[src/rtl/qdrc_arb.sv]
// rtl/qdrc_arb.sv - two-requester round-robin arbiter for the QDR controller read/write channels
// Read tags are tracked in a small FIFO so returns are steered back to the issuing requester.
module qdrc_arb #(
   parameter int DATA_WIDTH = 36,
   parameter int ADDR_WIDTH = 21,
   parameter int TAG_DEPTH  = 16
) (
   input  logic                    clk,
   input  logic                    reset,
   input  logic                    phy_rdy,
   input  logic                    a_rd_req,
   input  logic                    b_rd_req,
   input  logic                    a_wr_req,
   input  logic                    b_wr_req,
   input  logic [ADDR_WIDTH-1:0]   a_addr,
   input  logic [ADDR_WIDTH-1:0]   b_addr,
   input  logic [2*DATA_WIDTH-1:0] a_wr_data,
   input  logic [2*DATA_WIDTH-1:0] b_wr_data,
   output logic                    a_rd_ack,
   output logic                    b_rd_ack,
   output logic                    a_wr_ack,
   output logic                    b_wr_ack,
   output logic [2*DATA_WIDTH-1:0] rd_data,
   output logic                    a_rd_dvld,
   output logic                    b_rd_dvld,
   output logic                    qdr_rd_strb,
   output logic                    qdr_wr_strb,
   output logic [ADDR_WIDTH-1:0]   qdr_rd_addr,
   output logic [ADDR_WIDTH-1:0]   qdr_wr_addr,
   output logic [2*DATA_WIDTH-1:0] qdr_wr_data,
   input  logic [2*DATA_WIDTH-1:0] qdr_rd_data,
   input  logic                    qdr_rd_dvld,
   output logic                    tag_err
);
   localparam int PW = $clog2(TAG_DEPTH);
   localparam int CW = PW + 1;
   localparam logic [CW-1:0] DEPTH_C = CW'(TAG_DEPTH);

   // lp = 1 means B was granted last
   logic                    rd_busy_q, wr_busy_q, rd_lp_q, wr_lp_q;
   logic                    rd_strb_q, wr_strb_q;
   logic [ADDR_WIDTH-1:0]   rd_addr_q, wr_addr_q;
   logic [2*DATA_WIDTH-1:0] wr_data_q, rd_data_q;
   logic                    a_dvld_q, b_dvld_q, tag_err_q;
   logic [CW-1:0]           tag_count_q, tag_count_d;
   logic [PW-1:0]           wr_ptr_q, rd_ptr_q;
   logic                    tag_mem_q [TAG_DEPTH];

   logic rd_gnt, rd_sel_b, wr_gnt, wr_sel_b, fifo_empty, pop, head_tag;

   always_comb begin
      fifo_empty = (tag_count_q == '0);
      pop        = qdr_rd_dvld & ~fifo_empty;
      head_tag   = tag_mem_q[rd_ptr_q];
      // full check uses the count before any same-cycle pop
      rd_gnt     = phy_rdy & ~rd_busy_q & (a_rd_req | b_rd_req) & (tag_count_q < DEPTH_C);
      rd_sel_b   = b_rd_req & (~a_rd_req | ~rd_lp_q);
      wr_gnt     = phy_rdy & ~wr_busy_q & (a_wr_req | b_wr_req);
      wr_sel_b   = b_wr_req & (~a_wr_req | ~wr_lp_q);
      tag_count_d = tag_count_q;
      if (rd_gnt && !pop)
         tag_count_d = tag_count_q + CW'(1);
      else if (!rd_gnt && pop)
         tag_count_d = tag_count_q - CW'(1);
   end

   assign a_rd_ack    = rd_gnt & ~rd_sel_b;
   assign b_rd_ack    = rd_gnt & rd_sel_b;
   assign a_wr_ack    = wr_gnt & ~wr_sel_b;
   assign b_wr_ack    = wr_gnt & wr_sel_b;
   assign qdr_rd_strb = rd_strb_q;
   assign qdr_wr_strb = wr_strb_q;
   assign qdr_rd_addr = rd_addr_q;
   assign qdr_wr_addr = wr_addr_q;
   assign qdr_wr_data = wr_data_q;
   assign rd_data     = rd_data_q;
   assign a_rd_dvld   = a_dvld_q;
   assign b_rd_dvld   = b_dvld_q;
   assign tag_err     = tag_err_q;

   always_ff @(posedge clk) begin
      if (reset) begin
         rd_busy_q   <= 1'b0;
         wr_busy_q   <= 1'b0;
         rd_lp_q     <= 1'b1;
         wr_lp_q     <= 1'b1;
         rd_strb_q   <= 1'b0;
         wr_strb_q   <= 1'b0;
         rd_addr_q   <= '0;
         wr_addr_q   <= '0;
         wr_data_q   <= '0;
         rd_data_q   <= '0;
         a_dvld_q    <= 1'b0;
         b_dvld_q    <= 1'b0;
         tag_err_q   <= 1'b0;
         tag_count_q <= '0;
         wr_ptr_q    <= '0;
         rd_ptr_q    <= '0;
      end else begin
         rd_busy_q <= rd_gnt;
         wr_busy_q <= wr_gnt;
         rd_strb_q <= rd_gnt;
         wr_strb_q <= wr_gnt;
         if (rd_gnt) begin
            rd_lp_q   <= rd_sel_b;
            rd_addr_q <= rd_sel_b ? b_addr : a_addr;
            wr_ptr_q  <= wr_ptr_q + PW'(1);
         end
         if (wr_gnt) begin
            wr_lp_q   <= wr_sel_b;
            wr_addr_q <= wr_sel_b ? b_addr : a_addr;
            wr_data_q <= wr_sel_b ? b_wr_data : a_wr_data;
         end
         if (pop) begin
            rd_ptr_q  <= rd_ptr_q + PW'(1);
            rd_data_q <= qdr_rd_data;
         end
         a_dvld_q    <= pop & ~head_tag;
         b_dvld_q    <= pop & head_tag;
         tag_count_q <= tag_count_d;
         if (qdr_rd_dvld && fifo_empty)
            tag_err_q <= 1'b1;
      end
   end

   // tag storage needs no reset; the pointers define what is valid
   always_ff @(posedge clk) begin
      if (rd_gnt)
         tag_mem_q[wr_ptr_q] <= rd_sel_b;
   end
endmodule

[config.mk]
export PLATFORM = sky130hd
export DESIGN_NAME = qdrc_arb
export DESIGN_NICKNAME = d
export VERILOG_FILES = /design/src/rtl/qdrc_arb.sv
export SDC_FILE = /design/constraint.sdc
export NUM_CORES = 1
export LEC_CHECK = 0
export BUFFER_PORTS_ARGS = -buffer_cell sky130_fd_sc_hd__buf_2
export CELL_PAD_IN_SITES_DETAIL_PLACEMENT = 2
export CELL_PAD_IN_SITES_GLOBAL_PLACEMENT = 2
export CORE_MARGIN = 2
export CORE_UTILIZATION = 25
export DETAILED_ROUTE_END_ITERATION = 12
export PLACE_DENSITY = 0.75
export REMOVE_ABC_BUFFERS = 1
export SETUP_SLACK_MARGIN = 0.4
export SYNTH_ARGS = -nofsm -noshare
export SYNTH_HDL_FRONTEND = slang
export SYNTH_SLANG_ARGS = --single-unit
[constraint.sdc]
create_clock -name clk -period 3.7 [get_ports clk]
set_clock_uncertainty 0.05 [all_clocks]
set_input_delay 0.185 -clock clk [delete_from_list [all_inputs] [get_ports clk]]
set_output_delay 0.185 -clock clk [all_outputs]
set_load 0.1 [all_outputs]
==> impl_metrics.py, run 1 <==
metrics = {
    "outcome": {
        "status": "complete, no violations",
    },
    "timing": {
        "setup_violations": 0,
        "rsz0062_at_grt": "false",
        "layout_setup_ws_ns": 0.826,
        "relSlewSlack_pct": 26.8,
        "fin_crit_sh_pct": 77.7,
        "max_freq_mhz": 348,
        "tightestPinTransition_ns": 1.10,
        "report.final.slew_viol_count": 0,
        "period_needed_ns": 2.87,
        "fin_tns_setup_ns": 0,
        "finalHoldViolations": 0,
    },
    "setup_path": {
        "required_ns": 4.08,
        "r2r-end": "qdr_wr_data[38]",
        "end_kind": "flop",
        "cp.arrival_ns": 3.25,
        "startpoint_type": "flop",
        "worst-path-max-fanout": 74,
        "r2r_cells": 6,
        "crit_type": "flop to flop",
        "r2r_slack_ns": 0.83,
        "worstReg2RegStart": "qdr_wr_strb",
    },
    "synth": {
        "yosysWarnings": 0,
        "synth-seq-cells": 226,
        "synth_cell_types": 42,
        "syn_avg_cell_area_um2": 9.95,
        "synthArstFlopShare_pct": 0,
        "synth_edf_count": 16,
        "yosys_most_used_dff": "dfxtp_1",
        "syn_area_um2": 8600,
        "synth_cells": 865,
        "ys_seq_area_share_pct": 54.5,
    },
    "drt": {
        "drtIter0Drc": 1023,
        "wl_per_cell_um": 26.1,
        "ant_nets": 0,
        "vias": 10600,
        "viasPerCell": 5.18,
        "route.detailed.drc": 0,
        "drt_wl_total_um": 53100,
        "firstDrtPassIters": 10,
    },
    "grt": {
        "grt_use_total_pct": 27.0,
        "overflow": 0,
        "antenna_found_initial": 3,
        "grt_pass1_vias": 11900,
        "grt_pass1_wl_um": 74200,
        "grt_max_degree": 96,
    },
    "placed_design": {
        "dp_slack_ns": 0.806,
        "io_buffers": 460,
        "gp_congestion": 0.794,
        "place_hpwl_um": 26300,
    },
    "cts": {
        "numCtsBuffers": 27,
        "cts.path.max_buffers": 3,
        "clock-sinks": 226,
        "cts_tree": "done",
        "clk_latency_ns": 0.52,
        "ctsHoldBuffers": 280,
        "cts-root-buf": "clkbuf_16",
        "ctsResizeCount": 0,
        "htreeDepth": 1,
        "post_cts_buffers": 0,
        "path_clk_slew_ns": 0.07,
    },
    "power_and_ir_drop": {
        "pwr-share-seq_pct": 30.3,
        "p_per_area_nw_per_um2": 672,
        "p_switching_mw": 4.72,
        "combPwrFrac_pct": 44.2,
        "p_sw_share_pct": 47.2,
        "clkPwrFrac_pct": 25.5,
        "power.leakage_nw": 6.52,
        "p_int_mw": 5.28,
        "vdd.ir_drop.worst_mv": 0.339,
    },
    "floorplanning": {
        "io_pins": 461,
        "die_area_um2": 35900,
        "die_w_um": 190,
        "dieHeight_um": 190,
        "start_util_pct": 25.5,
        "design.core.area_um2": 33700,
        "placementRows": 67,
    },
    "min_path": {
        "min_to": "rd_data[7]",
        "hold_depth": 2,
        "holdCritStartpoint": "reset",
        "min_path_type": "input pin to flop",
    },
    "cells_and_area": {
        "drive_above_1_share_pct": 38.1,
        "syn2layout_area_growth_pct": 72.8,
        "multi_input_area_um2": 3520,
        "final-seq-area_um2": 4680,
        "fin_nets": 1843,
        "nFillCells": 3595,
    },
    "flow_run": {
        "maxCapViolations": 0,
    },
}
registers in the layout, indices dropped and copies added (netlist names), 4 cells and up, named ones only:
signal       count
qdr_wr_data     72
rd_data         72
qdr_rd_addr     21
qdr_wr_addr     21
tag_mem_q       16
tag_count_q      5
rd_ptr_q         4
wr_ptr_q         4
per-layer routing:
layer  wire, um  GRT usage [%]
met1      18600           28.4
met2      26900           48.7
met3       3920           6.67
met4       3650           16.2
met5         16              0
cell usage in the layout, fill, tap and decap left out, drive strengths merged, types with 2 or more instances in the layout:
| master | n |
|---|---|
| a21oi | 78 |
| buf | 472 |
| mux2 | 2 |
| nand2b | 3 |
| a211o | 2 |
| mux4 | 4 |
| and3 | 2 |
| nor3b | 2 |
| nor2 | 144 |
| dlygate4sd3 | 280 |
| xnor2 | 3 |
| dfxtp | 210 |
| inv | 8 |
| a21o | 2 |
| o211ai | 2 |
| diode | 4 |
| edfxtp | 16 |
| nand2 | 154 |
| mux2i | 3 |
| a211oi | 3 |
| xor2 | 5 |
| clkinv | 9 |
| clkbuf | 39 |
| nand3 | 3 |
| a222oi | 114 |
| ha | 9 |
| nor3 | 5 |
layout make-up:
cell class	count	share of cell area, %
repair buffers	752	35.3
flip-flops and latches	226	31.5
multi-input cells	552	23.7
clock buffers	39	5.12
well taps	448	3.77
clock inverters	9	0.353
inverters	8	0.210
diodes	4	0.0673
synthesized netlist by cell type (4+ instances only):
cell	count	area share, %
dfxtp_1	210	49
nor2_1	144	6.3
a222oi_1	114	13
nand2_1	114	5.0
clkbuf_1	42	1.8
a21oi_2	40	4.1
nand2_2	40	2.9
a21oi_1	38	2.2
buf_2	24	1.4
edfxtp_1	16	5.6
ha_1	9	1.3
buf_1	8	0.35
inv_1	7	0.31
nor3_1	5	0.29
xor2_1	5	0.51
buf_12	4	0.93
mux4_2	4	1.0
logic make-up (layout without fill, tap and decap cells):
group	count (synthesis)	count (layout)	synth area share [%]
AOI/OAI and AO/OA	204	204	20.6
xor gates and xnor gates	8	8	0.814
adders and majority gates	10	10	1.54
buffers and inverters	87	808	5.05
DFF	226	226	54.5
muxes	9	9	1.66
and+or+nand+nor	321	321	15.9
other	0	4	0
per-stage QoR:
stage | hold WS [ns] | instance area, um^2 | util (%) | power (mW) | std cells
CTS | 0.0768 | 14900 | 44.1 | 9.82 | 2034
finish | 0.0910 | 14900 | 44.1 | 9.99 | 2038
global placement | 0.371 | 11200 | 33.4 | 6.86 | 1706
floorplan | 0.197 | 8200 | - | 6.02 | 786
detailed placement | 0.383 | 11200 | 33.4 | 6.94 | 1706
global route | 0.104 | 14900 | 44.1 | 10.4 | 2037
worst max path at each step:
stage / from / to / slack (ns) / cells after the start
3_3_place_gp: tag_count_q[0] / tag_count_q[4] / 0.98 / 10
2_1_floorplan: qdr_wr_strb / qdr_wr_addr[0] / -5.09 / 4
6_report: qdr_wr_strb / qdr_wr_data[38] / 0.83 / 6
4_1_cts: tag_count_q[4] / tag_count_q[4] / 0.78 / 10
3_5_place_dp: tag_count_q[4] / tag_count_q[4] / 0.81 / 10
5_1_grt: tag_count_q[4] / tag_count_q[4] / 0.50 / 10
power by group through the flow:
stage	clock, mW	combinational [mW]	sequential [mW]
2_1_floorplan	0	1.14	4.88
3_3_place_gp	0	3.85	3.02
3_5_place_dp	0	3.90	3.04
4_1_cts	2.58	4.25	2.99
5_1_grt	2.71	4.61	3.06
6_report	2.55	4.42	3.03
worst max-delay path, cell delays in order, from the launching register on:
cell and delay [ns]:
dfxtp_1 0.30, nand2b_1 0.25, a211oi_4 0.67, buf_12 0.41, a222oi_1 0.16, dlygate4sd3_1 0.63
nor2_1 0.25
No activity file was read; power rests on OpenSTA's default activity.
==> run 2, diff against run 1 <==
- clock period: 3.7 -> 2.7 ns (I/O delays scaled with it)
==> run 2 against run 1 <==
Maximum frequency is 13% higher. Final area is 1.9% higher. Die area stayed put. Power is 42% higher. Critical endpoint is now tag_count_q[4]. First-iteration DRC count is 4.2% lower. Largest cell class unchanged. Worst setup slack worse by 0.68 ns. Sequential power is 37% higher.
==> impl_metrics.py, run 2 (synthesis results as in run 1) <==
metrics = {
    "outcome": {
        "status": "complete, no violations",
    },
    "drt": {
        "drtIter0Drc": 980,
        "dr.max_layer_used": "met4",
        "route.met2.wl_um": 26600,
        "drt_wl_total_um": 52900,
        "met1Wirelength_um": 19100,
        "wl_met3_um": 3760,
        "firstDrtPassIters": 8,
        "vias": 10600,
        "ant_nets": 0,
        "viasPerCell": 5.16,
        "route.detailed.drc": 0,
        "wl_per_cell_um": 25.8,
    },
    "setup_path": {
        "cp.arrival_ns": 2.92,
        "crit_type": "flop to flop",
        "r2r_slack_ns": 0.15,
        "required_ns": 3.07,
        "r2r_cells": 10,
        "worst-path-max-fanout": 5,
        "r2r-end": "tag_count_q[4]",
        "critPathCapture": "tag_count_q[4]",
        "startpoint_type": "flop",
        "critPathLaunch": "tag_count_q[0]",
        "end_kind": "flop",
        "worstReg2RegStart": "tag_count_q[0]",
    },
    "cells_and_area": {
        "stdcell_area_um2": 15200,
        "layout_commonest_cell": "buf_2",
        "syn2layout_area_growth_pct": 76.1,
        "drive_above_1_share_pct": 40.1,
        "layout_common_cells": "buf_2, dlygate4sd3_1, dfxtp_1",
        "fin_nets": 1854,
        "nFillCells": 3565,
        "fin_cells": 2052,
    },
    "cts": {
        "htreeDepth": 1,
        "cts_tree": "done",
        "cts.path.max_buffers": 3,
        "path_clk_slew_ns": 0.06,
        "cts-root-buf": "clkbuf_16",
        "clk_latency_ns": 0.53,
        "numCtsBuffers": 27,
        "clock-sinks": 226,
    },
    "timing": {
        "layout_setup_ws_ns": 0.149,
        "tightestPinTransition_ns": 0.869,
        "fin_tns_setup_ns": 0,
        "max_freq_mhz": 392,
        "report.final.slew_viol_count": 0,
        "relSlewSlack_pct": 42.1,
        "finalHoldViolations": 0,
        "fin_crit_sh_pct": 94.5,
        "rsz0062_at_grt": "true",
        "period_needed_ns": 2.55,
        "setup_violations": 0,
    },
    "power_and_ir_drop": {
        "vdd.ir_drop.worst_mv": 0.481,
        "p_sw_share_pct": 45.8,
        "finalPower_mw": 14.2,
        "power.leakage_nw": 6.77,
        "combPwrFrac_pct": 44.1,
        "pwr-share-seq_pct": 29.2,
        "clkPwrFrac_pct": 26.7,
        "p_int_mw": 7.68,
        "p_switching_mw": 6.50,
        "p_per_area_nw_per_um2": 936,
    },
    "grt": {
        "overflow": 0,
        "grt_max_degree": 89,
        "antenna_found_initial": 8,
        "grt_pass1_wl_um": 76700,
        "grt_pass1_vias": 11900,
        "grt_use_total_pct": 28.1,
    },
    "placed_design": {
        "io_buffers": 460,
        "place_hpwl_um": 27500,
        "dp_slack_ns": 0.00871,
        "gp_congestion": 0.790,
        "dpl-instance-area_um2": 11400,
        "dpl.cell_count": 1716,
    },
    "floorplanning": {
        "design.core.area_um2": 33700,
        "die_area_um2": 35900,
        "die_w_um": 190,
        "placementRows": 67,
        "start_util_pct": 25.5,
        "io_pins": 461,
        "dieHeight_um": 190,
    },
    "min_path": {
        "min_path_type": "input pin to flop",
    },
    "flow_run": {
        "maxCapViolations": 0,
    },
}
-- run 2: final cells by class --
cell class	instances	area, um^2	area share (%)
multi-input cells	553	3600	23.8
repair buffers	762	5360	35.3
clock inverters	12	160	1.06
clock buffers	34	732	4.83
diodes	9	22.5	0.149
well taps	448	561	3.70
flip-flops and latches	226	4690	30.9
inverters	8	37.5	0.248
-- run 2: stage by stage --
stage | util (%) | hold WS, ns
CTS | 44.6 | 0.0620
global route | 45.0 | 0.177
floorplan | - | 0.147
finish | 45.0 | 0.150
global placement | 33.7 | 0.322
detailed placement | 33.7 | 0.334
-- run 2: power groups by stage --
stage,logic [mW],registers (mW),clock network [mW]
after floorplan,1.56,6.68,0
after global placement,5.38,4.12,0
after detailed placement,5.48,4.15,0
after CTS,5.99,4.09,3.83
after global routing,6.55,4.18,3.99
final,6.26,4.14,3.79
-- run 2: per-layer routing --
metal | GRT usage, % | vias to the layer above
li1 | - | 4591
met1 | 29.7 | 5231
met2 | 50.9 | 610
met3 | 6.54 | 161
met4 | 16.2 | 0
met5 | 0 | -
-- run 2: how the worst min path moves through the flow --
| stage | start | endpoint | slack (ns) | cells after the start |
|---|---|---|---|---|
| after detailed placement | b_wr_data[10] | qdr_wr_data[10] | 0.33 | 3 |
| after CTS | a_rd_req | tag_mem_q[5] | 0.06 | 3 |
| after floorplan | reset | rd_data[10] | 0.15 | 1 |
| after global placement | b_wr_data[33] | qdr_wr_data[33] | 0.32 | 3 |
| after global routing | b_rd_req | wr_ptr_q[3] | 0.18 | 5 |
| final | a_rd_req | wr_ptr_q[3] | 0.15 | 5 |
-- run 2: worst max-delay path: stages (launching register included) --
cell	delay [ns]
dfxtp_2	0.32
or4_4	0.54
o21a_4	0.22
inv_4	0.06
ha_4	0.16
inv_6	0.05
fa_2	0.37
nand3_2	0.10
a211oi_2	0.07
a31oi_1	0.16
mux2_2	0.34
-- run 2: what timing repair did --
action | CTS | global route
gates cloned | 0 | 1
resized for setup | 16 | 8
setup endpoints to repair | 82 | 73
setup buffers | 1 | 10
hold buffers | 269 | 0
hold endpoints to repair | 198 | 0
pin swaps | 4 | 9
